File: src/rtl/split_arbiter_if.sv
// Requester-side and bridge-side handshake bundle for split_arbiter.
// slave: the arbiter's view; master: the environment driving requesters and the bridge.
interface split_arbiter_if #(
  parameter int unsigned NUM_REQ = 4,
  parameter int unsigned DIN_W   = 16,
  parameter int unsigned DATA_W  = 8,
  parameter int unsigned SRC_W   = $clog2(NUM_REQ)
);
  // Upstream requesters
  logic [NUM_REQ-1:0]                          req_vld_i;
  logic [NUM_REQ-1:0][DIN_W-1:0][DATA_W-1:0]   req_din_i;
  logic [NUM_REQ-1:0]                          req_last_i;
  logic [NUM_REQ-1:0]                          req_rdy_o;
  // Downstream bridge
  logic                                        vld_o;
  logic [DIN_W-1:0][DATA_W-1:0]                dout;
  logic                                        last_o;
  logic [SRC_W-1:0]                            src_o;
  logic                                        rdy_i;
  // Status
  logic                                        busy_o;

  modport slave (
    input  req_vld_i, req_din_i, req_last_i, rdy_i,
    output req_rdy_o, vld_o, dout, last_o, src_o, busy_o
  );

  modport master (
    output req_vld_i, req_din_i, req_last_i, rdy_i,
    input  req_rdy_o, vld_o, dout, last_o, src_o, busy_o
  );
endinterface

File: src/rtl/split_arbiter.sv
// Packet-granular round-robin arbiter feeding a single registered output stage.
// A grant is locked from the first non-last beat until the last beat is accepted.
module split_arbiter #(
  parameter int unsigned NUM_REQ = 4,
  parameter int unsigned DIN_W   = 16,
  parameter int unsigned DATA_W  = 8,
  parameter int unsigned SRC_W   = $clog2(NUM_REQ)
) (
  input logic           clk,
  input logic           rst,
  split_arbiter_if.slave bus
);

  typedef enum logic [0:0] {StIdle, StLocked} state_e;

  state_e                       state_q;
  logic [SRC_W-1:0]             ptr_q;
  logic [SRC_W-1:0]             grant_q;

  logic                         out_vld_q;
  logic [DIN_W-1:0][DATA_W-1:0] out_data_q;
  logic                         out_last_q;
  logic [SRC_W-1:0]             out_src_q;

  logic                         rr_found;
  logic [SRC_W-1:0]             rr_idx;
  logic [SRC_W:0]               cand;
  logic [SRC_W-1:0]             sel;
  logic [SRC_W-1:0]             sel_next;
  logic                         sel_vld;
  logic                         can_take;
  logic                         accept;

  // Round-robin search: first valid requester starting at ptr, wrapping modulo NUM_REQ.
  always_comb begin
    rr_found = 1'b0;
    rr_idx   = '0;
    cand     = '0;
    for (int k = 0; k < NUM_REQ; k++) begin
      cand = {1'b0, ptr_q} + (SRC_W+1)'(k);
      if (cand >= (SRC_W+1)'(NUM_REQ)) begin
        cand = cand - (SRC_W+1)'(NUM_REQ);
      end
      if (!rr_found && bus.req_vld_i[cand[SRC_W-1:0]]) begin
        rr_found = 1'b1;
        rr_idx   = cand[SRC_W-1:0];
      end
    end
  end

  // Selection, per-requester ready and acceptance; ready is suppressed while in reset.
  always_comb begin
    can_take = (!out_vld_q || bus.rdy_i) && !rst;
    if (state_q == StLocked) begin
      sel     = grant_q;
      sel_vld = 1'b1;
    end else begin
      sel     = rr_idx;
      sel_vld = rr_found;
    end
    bus.req_rdy_o = '0;
    if (sel_vld && can_take) begin
      bus.req_rdy_o[sel] = 1'b1;
    end
    accept   = sel_vld && can_take && bus.req_vld_i[sel];
    sel_next = (sel == SRC_W'(NUM_REQ - 1)) ? '0 : sel + SRC_W'(1);
  end

  // Grant FSM, round-robin pointer and the one-entry output register.
  always_ff @(posedge clk or posedge rst) begin
    if (rst) begin
      state_q    <= StIdle;
      ptr_q      <= '0;
      grant_q    <= '0;
      out_vld_q  <= 1'b0;
      out_data_q <= '0;
      out_last_q <= 1'b0;
      out_src_q  <= '0;
    end else begin
      if (accept) begin
        out_vld_q  <= 1'b1;
        out_data_q <= bus.req_din_i[sel];
        out_last_q <= bus.req_last_i[sel];
        out_src_q  <= sel;
        if (bus.req_last_i[sel]) begin
          state_q <= StIdle;
          ptr_q   <= sel_next;
        end else begin
          state_q <= StLocked;
          grant_q <= sel;
        end
      end else if (bus.rdy_i) begin
        // Beat consumed by the bridge; payload fields keep their last values.
        out_vld_q <= 1'b0;
      end
    end
  end

  assign bus.vld_o  = out_vld_q;
  assign bus.dout   = out_data_q;
  assign bus.last_o = out_last_q;
  assign bus.src_o  = out_src_q;
  assign bus.busy_o = (state_q == StLocked);

endmodule
File: src/flat_wrapper.sv
// flat-port wrapper written by rule: the top's interface ports become plain ports
module split_arbiter_flat 
#(
  parameter int unsigned NUM_REQ = 4,
  parameter int unsigned DIN_W   = 16,
  parameter int unsigned DATA_W  = 8,
  parameter int unsigned SRC_W   = $clog2(NUM_REQ)
)
  (clk, rst, bus_req_vld_i, bus_req_din_i, bus_req_last_i, bus_rdy_i, bus_req_rdy_o, bus_vld_o, bus_dout, bus_last_o, bus_src_o, bus_busy_o);
  split_arbiter_if #(.NUM_REQ(NUM_REQ), .DIN_W(DIN_W), .DATA_W(DATA_W), .SRC_W(SRC_W)) bus_i ();
  input logic clk;
  input logic rst;
  input wire logic [$bits(bus_i.req_vld_i)-1:0] bus_req_vld_i;
  input wire logic [$bits(bus_i.req_din_i)-1:0] bus_req_din_i;
  input wire logic [$bits(bus_i.req_last_i)-1:0] bus_req_last_i;
  input wire logic [$bits(bus_i.rdy_i)-1:0] bus_rdy_i;
  output wire logic [$bits(bus_i.req_rdy_o)-1:0] bus_req_rdy_o;
  output wire logic [$bits(bus_i.vld_o)-1:0] bus_vld_o;
  output wire logic [$bits(bus_i.dout)-1:0] bus_dout;
  output wire logic [$bits(bus_i.last_o)-1:0] bus_last_o;
  output wire logic [$bits(bus_i.src_o)-1:0] bus_src_o;
  output wire logic [$bits(bus_i.busy_o)-1:0] bus_busy_o;
  assign bus_i.req_vld_i = bus_req_vld_i;
  assign bus_i.req_din_i = bus_req_din_i;
  assign bus_i.req_last_i = bus_req_last_i;
  assign bus_i.rdy_i = bus_rdy_i;
  assign bus_req_rdy_o = bus_i.req_rdy_o;
  assign bus_vld_o = bus_i.vld_o;
  assign bus_dout = bus_i.dout;
  assign bus_last_o = bus_i.last_o;
  assign bus_src_o = bus_i.src_o;
  assign bus_busy_o = bus_i.busy_o;
  split_arbiter #(.NUM_REQ(NUM_REQ), .DIN_W(DIN_W), .DATA_W(DATA_W), .SRC_W(SRC_W)) u_core (.clk(clk), .rst(rst), .bus(bus_i));
endmodule
File: config.mk
export PLATFORM = sky130hd
export DESIGN_NAME = split_arbiter_flat
export DESIGN_NICKNAME = d
export VERILOG_FILES = /design/src/rtl/split_arbiter_if.sv /design/src/rtl/split_arbiter.sv /design/src/flat_wrapper.sv
export SDC_FILE = /design/constraint.sdc
export NUM_CORES = 1
export LEC_CHECK = 0
export CAP_MARGIN = 30
export CORE_AREA = 2 2 255 257
export DETAILED_ROUTE_END_ITERATION = 12
export DIE_AREA = 0 0 257 259
export PLACE_DENSITY = 0.5
export SLEW_MARGIN = 0
export SYNTH_ARGS = -nofsm -noshare
export SYNTH_HDL_FRONTEND = slang
export SYNTH_SLANG_ARGS = --single-unit
File: constraint.sdc
create_clock -name clk -period 7.4 [get_ports clk]
set_input_delay 1.48 -clock clk [delete_from_list [all_inputs] [get_ports clk]]
set_output_delay 1.48 -clock clk [all_outputs]
set_load 0.005 [all_outputs]
==> flow_summary.toml, run 1 <==
[yosys]
synth_common_cells = "mux2i_1 (385), dfrtp_1 (137), mux2_2 (119)"
ys_seq_elements = 137
synth-edff-count = 0
synth_area_um2 = 9570
async_flop_share_pct = 100
yosysWarnings = 0
syn_avg_cell_area_um2 = 12.4
synth_area_leaders = "mux2i_1 (40%), dfrtp_1 (36%), mux2_2 (14%)"
yosysSeqAreaShare_pct = 35.8
synth.most_common_cell = "mux2i_1"
ys_types = 38
yosysTopAreaCell = "mux2i_1"
syn_nets = 1302
synth_top_cell_area_share_pct = 40.3
synth_ff_type = "dfrtp_1"
syn_inst = 775

[timing]
finalMaxSlewViolations = 0
fin_worst_skew_ns = 0.0110
max_slew_margin_pct = 25.9
finalHoldViolCount = 0
tns_ns = 0
fin_crit_ns = 5.73
worst_pin_slew_ns = 1.11
rsz0062_at_grt = "false"
fmax_mhz = 174
whs_ns = 0.488
min_period_over_period_pct = 77.5
setup_slack_ns = 1.67
setup_violations = 0

[final_layout]
antenna_cells = 0
n_fill_cell = 6560
drive_above_1_share_pct = 12.2
design_area_um2 = 17700
area_growth_pct = 84.4
nNetsFinal = 1932

[setup_path]
cp_max_fo = 16
worst_path_most_repeated_cell = "clkdlybuf4s50_1"
ff2ff_path_depth = 7
crit_path_start = "bus_req_vld_i[2]"
start_kind = "input port"
max_stage_delay_ns = 0.67
path_class = "input port to primary output"
r2r-end = "u_core.bus.dout[2]$_DFFE_PP0P_"
crit_arrival_ns = 4.25
r2r_slack_ns = 3.76
cpLargestDelayFamily = "buffers and inverters"
timing.rr.start = "u_core.ptr_q[1]$_DFFE_PP0P_"
cp.buffers_inverters = 3
endpoint_kind = "primary output"
path_cells = "clkdlybuf4s50_1, nand2b_1, or2_1, a32oi_4, inv_1, ha_1, and2_1, clkdlybuf4s50_1"
crit_path_top_delay_cell = "a32oi_4"
cp.required_ns = 5.92

[clock_network]
htreeDepth = 4
post_cts_resize_count = 0
cts.sinks = 137
clk_latency_ns = 0.46
cts_buffer_depth = 2
clk_pin_slew_ns = 0.06
cts_made_buffers = 17
cts_tree = "yes"
cts_hold_buf = 0
post_cts_buffers = 0
root_buffer = "clkbuf_16"

[outcome]
status = "finished, final reports clean"

[floorplan]
fp.coreArea_um2 = 63900
initial_core_util_pct = 15.0
die_w_um = 257
fp.dieH_um = 259
die_area_um2 = 66600
io-pin-count = 660
rows = 93

[detailed_routing]
vias_per_cell = 3.80
wire_per_inst_um = 17.6
drc = 0
wl_um = 40000
drt_iter0_markers = 198
vias = 8623
dr.pass1.iters = 4
ant_nets = 0

[grt]
antenna_found_initial = 0
grt_pass1_vias = 9162
grt.total_usage_pct = 11.7
grt_pass1_wl_um = 58200
grt_max_degree = 121
overflow = 0

[worst_hold_path]
hold-path-cell-count = 1
hold_class = "flop to flop"
holdPathEnd = "u_core.bus.dout[107]$_DFFE_PP0P_"
hold_path_startpoint = "u_core.bus.dout[107]$_DFFE_PP0P_"

[power]
p_leak_nw = 7.66
peakVddDrop_v = 0.000357
powerDensity_nw_per_um2 = 372

[placement]
place_ws_ns = 1.64
gp_congestion = 0.848
portBuffers = 659
hpwl_um = 31700
place_area_um2 = 17100

[flow_run]
drv_cap = 0
## how the worst max path moves through the flow
| stage | to | slack (ns) | cells past startpoint |
|---|---|---|---|
| finish | bus_req_rdy_o[3] | 1.67 | 8 |
| global placement | bus_req_rdy_o[3] | 1.73 | 8 |
| floorplan | u_core.bus.busy_o$_DFFE_PP0P_ | 2.25 | 1 |
| detailed placement | bus_req_rdy_o[3] | 1.64 | 8 |
| global route | bus_req_rdy_o[3] | 1.46 | 8 |
| CTS | bus_req_rdy_o[3] | 1.63 | 8 |
## cell usage in the layout (no fill, tap or decap), drive strengths merged, types with 2 or more instances in the layout
master and count:
clkdlybuf4s50 659, mux2i 385, dfrtp 137, mux2 134, clkbuf 20, buf 11
inv 7, a21oi 6, nor2 5, nor2b 5, and2 5, clkinv 5
ha 4, clkinvlp 3, nand2 3, a21o 2, o21bai 2, nand2b 2
or2 2, o21a 2, bufinv 2, a211oi 2, a32oi 2
## layout make-up
cell class | count | area, um^2 | area share (%)
flip-flops and latches | 137 | 3430 | 19.4
well taps | 855 | 1070 | 6.06
inverters | 6 | 27.5 | 0.156
clock inverters | 11 | 124 | 0.702
clock buffers | 20 | 447 | 2.53
repair buffers | 670 | 6720 | 38.1
multi-input cells | 573 | 5830 | 33.0
## through the flow
| step | power (mW) | cells | util [%] |
|---|---|---|---|
| after global placement | 5.76 | 2240 | 26.7 |
| after CTS | 6.73 | 2271 | 27.6 |
| after floorplan | 4.04 | 775 | - |
| after detailed placement | 5.80 | 2240 | 26.7 |
| final | 6.56 | 2272 | 27.6 |
| after global routing | 7.03 | 2272 | 27.6 |
## where the power goes
part	internal (mW)	leakage [nW]	total, mW	switching (mW)
registers	1.15	1.62	1.39	0.240
clock network	0.502	0.272	0.871	0.369
logic	2.46	5.77	4.30	1.84
total	4.11	7.66	6.56	2.45
## flip-flops by register name, summed over array words and instances, names as in the netlist
| register | count |
|---|---|
| u_core.bus.dout | 128 |
| u_core.bus.src_o | 2 |
| u_core.grant_q | 2 |
| u_core.ptr_q | 2 |
| u_core.bus.busy_o | 1 |
| u_core.bus.last_o | 1 |
| u_core.bus.vld_o | 1 |
## kinds of logic (layout without fill, tap and decap cells)
family / Yosys count / in the layout / synth area share [%]
AND/OR/NAND/NOR: 25 / 25 / 1.44
AO/OA/AOI/OAI: 24 / 24 / 2.25
multiplexers: 520 / 520 / 56.3
flip-flops: 137 / 137 / 35.8
adder cells (fa/ha/maj): 4 / 4 / 0.523
buffers and inverters: 65 / 707 / 3.66
## per-layer routing
layer	share of wire [%]	track usage [%]
met1	37	12.3
met2	53	21.5
met3	8.6	4.38
met4	1.4	3.26
met5	0	0
No activity file was read; power rests on OpenSTA's default activity.
==> inputs of run 2 (changes only) <==
--- a/config.mk
+++ b/config.mk
@@ -6,10 +6,10 @@
 export NUM_CORES = 1
 export LEC_CHECK = 0
 export CAP_MARGIN = 30
-export CORE_AREA = 2 2 255 257
+export CORE_AREA = 2 2 254 256
 export DETAILED_ROUTE_END_ITERATION = 12
-export DIE_AREA = 0 0 257 259
-export PLACE_DENSITY = 0.5
+export DIE_AREA = 0 0 256 258
+export PLACE_DENSITY = 0.51
 export SLEW_MARGIN = 0
 export SYNTH_ARGS = -nofsm -noshare
 export SYNTH_HDL_FRONTEND = slang
==> constraint.sdc (replaced) <==
create_clock -name clk -period 4.84 [get_ports clk]
set_input_delay 0.968 -clock clk [delete_from_list [all_inputs] [get_ports clk]]
set_output_delay 0.968 -clock clk [all_outputs]
set_load 0.005 [all_outputs]
==> run 2 against run 1 <==
Effect of this change:
- clock-buffer cell count grew 1
- final area grew 0.62%
- largest power group unchanged
- critical path depth is the same
- sequential share of layout area shrank 0.12 points
==> flow_summary.toml, run 2 (synthesis gave the netlist of run 1 again) <==
[floorplan]
io-pin-count = 660
rows = 93
fp.dieH_um = 258
fp.coreArea_um2 = 63600
initial_core_util_pct = 15.0
die_area_um2 = 66000
die_w_um = 256

[power]
combPwrFrac_pct = 65.4
powerDensity_nw_per_um2 = 568
pwr-share-clk_pct = 13.7
p_switching_mw = 3.68
p_seq_share_pct = 20.8
switching_share_pct = 36.5
p_int_mw = 6.40
peakVddDrop_v = 0.000512
p_leak_nw = 7.72

[outcome]
status = "finished, final reports clean"

[grt]
grt_pass1_vias = 9399
antenna_found_initial = 2
overflow = 0
grt_max_degree = 118
grt.total_usage_pct = 11.5
grt_pass1_wl_um = 57800

[clock_network]
cts.sinks = 137
cts_hold_buf = 0
post_cts_resize_count = 0
cts_made_buffers = 17
cts_buffer_depth = 2
htreeDepth = 4
clk_latency_ns = 0.46
root_buffer = "clkbuf_16"
post_cts_buffers = 0
clk_pin_slew_ns = 0.06
cts_tree = "yes"

[timing]
min_period_over_period_pct = 89.3
fmax_mhz = 231
worst_pin_slew_ns = 1.08
fin_crit_ns = 4.32
whs_ns = 0.481
rsz0062_at_grt = "false"
fin_worst_skew_ns = 0.0103
finalHoldViolCount = 0
setup_violations = 0
tns_ns = 0
setup_slack_ns = 0.520
max_slew_margin_pct = 28.3
finalMaxSlewViolations = 0

[placement]
portBuffers = 659
place_ws_ns = 0.299
hpwl_um = 31700
gp_congestion = 0.877

[detailed_routing]
drt_iter0_markers = 223
vias_per_cell = 3.82
drc = 0
wire_per_inst_um = 17.1
wl_um = 39000
ant_nets = 0
vias = 8709
dr.pass1.iters = 4

[setup_path]
r2r_slack_ns = 1.53
endpoint_kind = "primary output"
crit_path_start = "bus_req_vld_i[1]"
path_class = "input port to primary output"
cp_max_fo = 9
timing.rr.start = "u_core.bus.busy_o$_DFFE_PP0P_"
start_kind = "input port"
cp-endpoint = "bus_req_rdy_o[3]"
crit_arrival_ns = 3.35
ff2ff_path_depth = 7
r2r-end = "u_core.bus.dout[14]$_DFFE_PP0P_"
cp.required_ns = 3.87

[worst_hold_path]
hold_class = "flop to flop"

[final_layout]
layout_commonest_cell = "clkdlybuf4s50_1"
final_cell_mix = "clkdlybuf4s50_1 (659), mux2i_1 (385), dfrtp_1 (137), mux2_2 (119), clkbuf_16 (17)"
antenna_cells = 0
largest_reg_flops = 128
nNetsFinal = 1938
drive_above_1_share_pct = 12.6
area_growth_pct = 85.5

[flow_run]
drv_cap = 0
## run 2: worst max-delay path: stages
cell and delay [ns]:
clkdlybuf4s50_1 0.66, o21bai_1 0.13, a32oi_1 0.35, a32oi_4 0.20, inv_1 0.17, ha_1 0.19, and2_1 0.12, clkdlybuf4s50_1 0.56
## run 2: final cells by class
| class | instances | area (um^2) |
|---|---|---|
| clock buffer | 21 | 460 |
| sequential | 137 | 3430 |
| inverter | 6 | 27.5 |
| clock inverter | 10 | 145 |
| tap | 855 | 1070 |
| fill | 6582 | 45900 |
| multi-input combinational | 573 | 5830 |
| timing repair buffer | 676 | 6800 |
## run 2: worst min-delay path by stage
| stage | start | end | slack, ns | cells past startpoint |
|---|---|---|---|---|
| 6_report | u_core.bus.dout[36]$_DFFE_PP0P_ | u_core.bus.dout[36]$_DFFE_PP0P_ | 0.48 | 1 |
| 5_1_grt | u_core.bus.dout[36]$_DFFE_PP0P_ | u_core.bus.dout[36]$_DFFE_PP0P_ | 0.50 | 1 |
| 4_1_cts | u_core.bus.dout[36]$_DFFE_PP0P_ | u_core.bus.dout[36]$_DFFE_PP0P_ | 0.49 | 1 |
| 3_5_place_dp | u_core.bus.dout[36]$_DFFE_PP0P_ | u_core.bus.dout[36]$_DFFE_PP0P_ | 0.47 | 1 |
| 3_3_place_gp | u_core.bus.dout[46]$_DFFE_PP0P_ | u_core.bus.dout[46]$_DFFE_PP0P_ | 0.47 | 1 |
| 2_1_floorplan | u_core.grant_q[1]$_DFFE_PP0P_ | u_core.grant_q[1]$_DFFE_PP0P_ | 0.46 | 1 |
## run 2: layer usage
layer | global-route usage (%) | share of wire, % | wire length [um]
met3 | 3.98 | 8.0 | 3120
met4 | 3.96 | 1.9 | 737
met2 | 20.8 | 52 | 20100
met5 | 0 | 0.031 | 12
met1 | 12.5 | 38 | 15000
## run 2: through the flow
stage | utilization [%] | cell area, um^2 | power [mW] | std cells
global placement | 27.0 | 17200 | 8.78 | 2247
detailed placement | 27.0 | 17200 | 8.86 | 2247
global route | 27.9 | 17800 | 10.8 | 2278
finish | 27.9 | 17800 | 10.1 | 2278
floorplan | - | 9570 | 6.18 | 775
CTS | 27.9 | 17800 | 10.3 | 2278
## run 2: power groups by stage
stage,logic [mW],clock network [mW],registers (mW)
final,6.60,1.38,2.10
after detailed placement,6.74,0,2.12
after global routing,7.10,1.51,2.19
after global placement,6.67,0,2.11
after floorplan,4.07,0,2.11
after CTS,6.75,1.46,2.11
==> inputs of run 3 (changes only) <==
--- a/config.mk
+++ b/config.mk
@@ -5,10 +5,11 @@
 export SDC_FILE = /design/constraint.sdc
 export NUM_CORES = 1
 export LEC_CHECK = 0
+export ABC_AREA = 1
 export CAP_MARGIN = 30
-export CORE_AREA = 2 2 254 256
+export CORE_AREA = 2 2 256 258
 export DETAILED_ROUTE_END_ITERATION = 12
-export DIE_AREA = 0 0 256 258
+export DIE_AREA = 0 0 258 260
 export PLACE_DENSITY = 0.51
 export SLEW_MARGIN = 0
 export SYNTH_ARGS = -nofsm -noshare
==> run 3 against run 2 <==
Effect of this change:
- maximum frequency shrank 0.82%
- worst setup slack lost 0.036 ns
- cell count grew 32%
- combinational power grew 37%
- synthesized cell count grew 99%
- critical path depth grew 8
- flip-flop and latch count is the same
- hold slack lost 0.0035 ns
- final area grew 1.2%
- routed wire length grew 46%
- utilization grew 0.12 points
- critical path type unchanged
- largest cell class unchanged
- largest power group unchanged
==> flow_summary.toml, run 3 <==
[yosys]
syn_avg_cell_area_um2 = 6.51
ys_types = 27
async_flop_share_pct = 100
synth_ff_type = "dfrtp_1"
syn_inst = 1546
synth.most_common_cell = "nand2_1"
ys_seq_elements = 137
yosysSeqAreaShare_pct = 34.0
synth_area_leaders = "dfrtp_1 (34%), nand2_1 (22%), nor2_1 (9.8%)"
syn_nets = 2073
synth_top_cell_area_share_pct = 34.0
yosysWarnings = 0
synth_area_um2 = 10100
yosysTopAreaCell = "dfrtp_1"
synth-edff-count = 0
synth_common_cells = "nand2_1 (582), nor2_1 (262), dfrtp_1 (137)"

[detailed_routing]
ant_nets = 0
vias_per_cell = 4.19
drt_iter0_markers = 628
vias = 12600
wl_um = 57100
dr.pass1.iters = 5
wire_per_inst_um = 19.0
drc = 0

[worst_hold_path]
hold-path-cell-count = 2
hold_class = "flop to flop"

[floorplan]
die_area_um2 = 67100
fp.dieH_um = 260
fp.coreArea_um2 = 64100
io-pin-count = 660
die_w_um = 258
initial_core_util_pct = 15.7
rows = 93

[timing]
max_slew_margin_pct = 37.7
setup_violations = 0
tns_ns = 0
fin_crit_ns = 4.36
finalMaxSlewViolations = 0
rsz0062_at_grt = "false"
worst_pin_slew_ns = 0.924
fin_worst_skew_ns = 0.0222
finalHoldViolCount = 0
fmax_mhz = 230
whs_ns = 0.477
min_period_over_period_pct = 90.0

[clock_network]
cts_hold_buf = 0
cts_buffer_depth = 2
clk_pin_slew_ns = 0.06
root_buffer = "clkbuf_16"
post_cts_resize_count = 0
htreeDepth = 4
post_cts_buffers = 0
clk_latency_ns = 0.48
cts_made_buffers = 17
cts.sinks = 137
cts_tree = "yes"

[placement]
place_area_um2 = 17400
portBuffers = 659
hpwl_um = 45000
gp_congestion = 0.864

[setup_path]
start_kind = "input port"
cp_max_fo = 28
cp.required_ns = 3.87
r2r_slack_ns = 1.44
path_class = "input port to primary output"
ff2ff_path_depth = 17
endpoint_kind = "primary output"
crit_arrival_ns = 3.39

[grt]
antenna_found_initial = 15
overflow = 0
grt_pass1_wl_um = 82700
grt_max_degree = 143
grt_pass1_vias = 12800
grt.total_usage_pct = 16.5

[power]
peakVddDrop_v = 0.00113
total_power_mw = 12.6
powerDensity_nw_per_um2 = 700
p_leak_nw = 7.63

[final_layout]
final_cell_mix = "clkdlybuf4s50_1 (659), nand2_1 (582), nor2_1 (262), dfrtp_1 (137), o211ai_1 (128)"
nNetsFinal = 2656
largest_reg_flops = 128
postLayoutCoreUtil_pct = 28.0
design_area_um2 = 18000
drive_above_1_share_pct = 6.40
area_growth_pct = 78.5
layout_commonest_cell = "clkdlybuf4s50_1"

[outcome]
status = "finished, final reports clean"

[flow_run]
drv_cap = 0
## run 3: where the power goes
| group | leakage, nW | switching [mW] | internal, mW |
|---|---|---|---|
| Sequential | 1.70 | 0.348 | 1.74 |
| Clock | 0.284 | 0.593 | 0.830 |
| Combinational | 5.65 | 5.51 | 3.55 |
## run 3: cells by family after synthesis
| logic type | after synthesis | synth area share [%] |
|---|---|---|
| AO/OA/AOI/OAI | 260 | 16.2 |
| adder cells (fa/ha/maj) | 4 | 0.497 |
| AND/OR/NAND/NOR | 1008 | 41.8 |
| flip-flops | 137 | 34.0 |
| buffers and inverters | 137 | 7.48 |
## run 3: final timing paths
path,startpoint,end
hold reg to reg,u_core.bus.dout[33]$_DFFE_PP0P_,u_core.bus.dout[33]$_DFFE_PP0P_
setup reg to reg,u_core.ptr_q[0]$_DFFE_PP0P_,u_core.bus.dout[50]$_DFFE_PP0P_
max in group asynchronous,rst,u_core.bus.dout[76]$_DFFE_PP0P_
setup / recovery,bus_req_vld_i[1],bus_req_rdy_o[1]
min in group asynchronous,rst,u_core.bus.dout[14]$_DFFE_PP0P_
hold / removal,u_core.bus.dout[33]$_DFFE_PP0P_,u_core.bus.dout[33]$_DFFE_PP0P_
## run 3: worst max-delay path, stage by stage
cell and delay [ns]:
clkdlybuf4s50_1 0.45, inv_1 0.10, nand2_1 0.09, nand3_1 0.13, nand2_1 0.09, nor2_2 0.15, nand3_1 0.09, nand2_1 0.08
inv_2 0.03, nand2_2 0.10, nand2_8 0.15, inv_2 0.15, ha_1 0.16, inv_1 0.04, nor2_1 0.09, clkdlybuf4s50_1 0.52
## run 3: layer usage
metal	track usage [%]	routed length, um	part of all wire [%]
met2	30.1	29200	51
met3	4.25	4010	7.0
met4	4.77	883	1.5
met1	18.8	22900	40
met5	0	13	0.023
## run 3: area by class of cell
type	count	area, um^2
clock buffers	20	447
fillers	6978	46100
repair buffers	678	6840
multi-input cells	1272	5910
flip-flops and latches	137	3430
diodes	3	7.51
inverters	23	103
well taps	855	1070
clock inverters	12	164
## run 3: per-stage QoR
stage | setup slack [ns] | cells
final | 0.484 | 3000
after global routing | 0.257 | 2999
after CTS | 0.483 | 2997
after detailed placement | 0.484 | 2965
after global placement | 0.503 | 2965
after floorplan | 0.340 | 1546
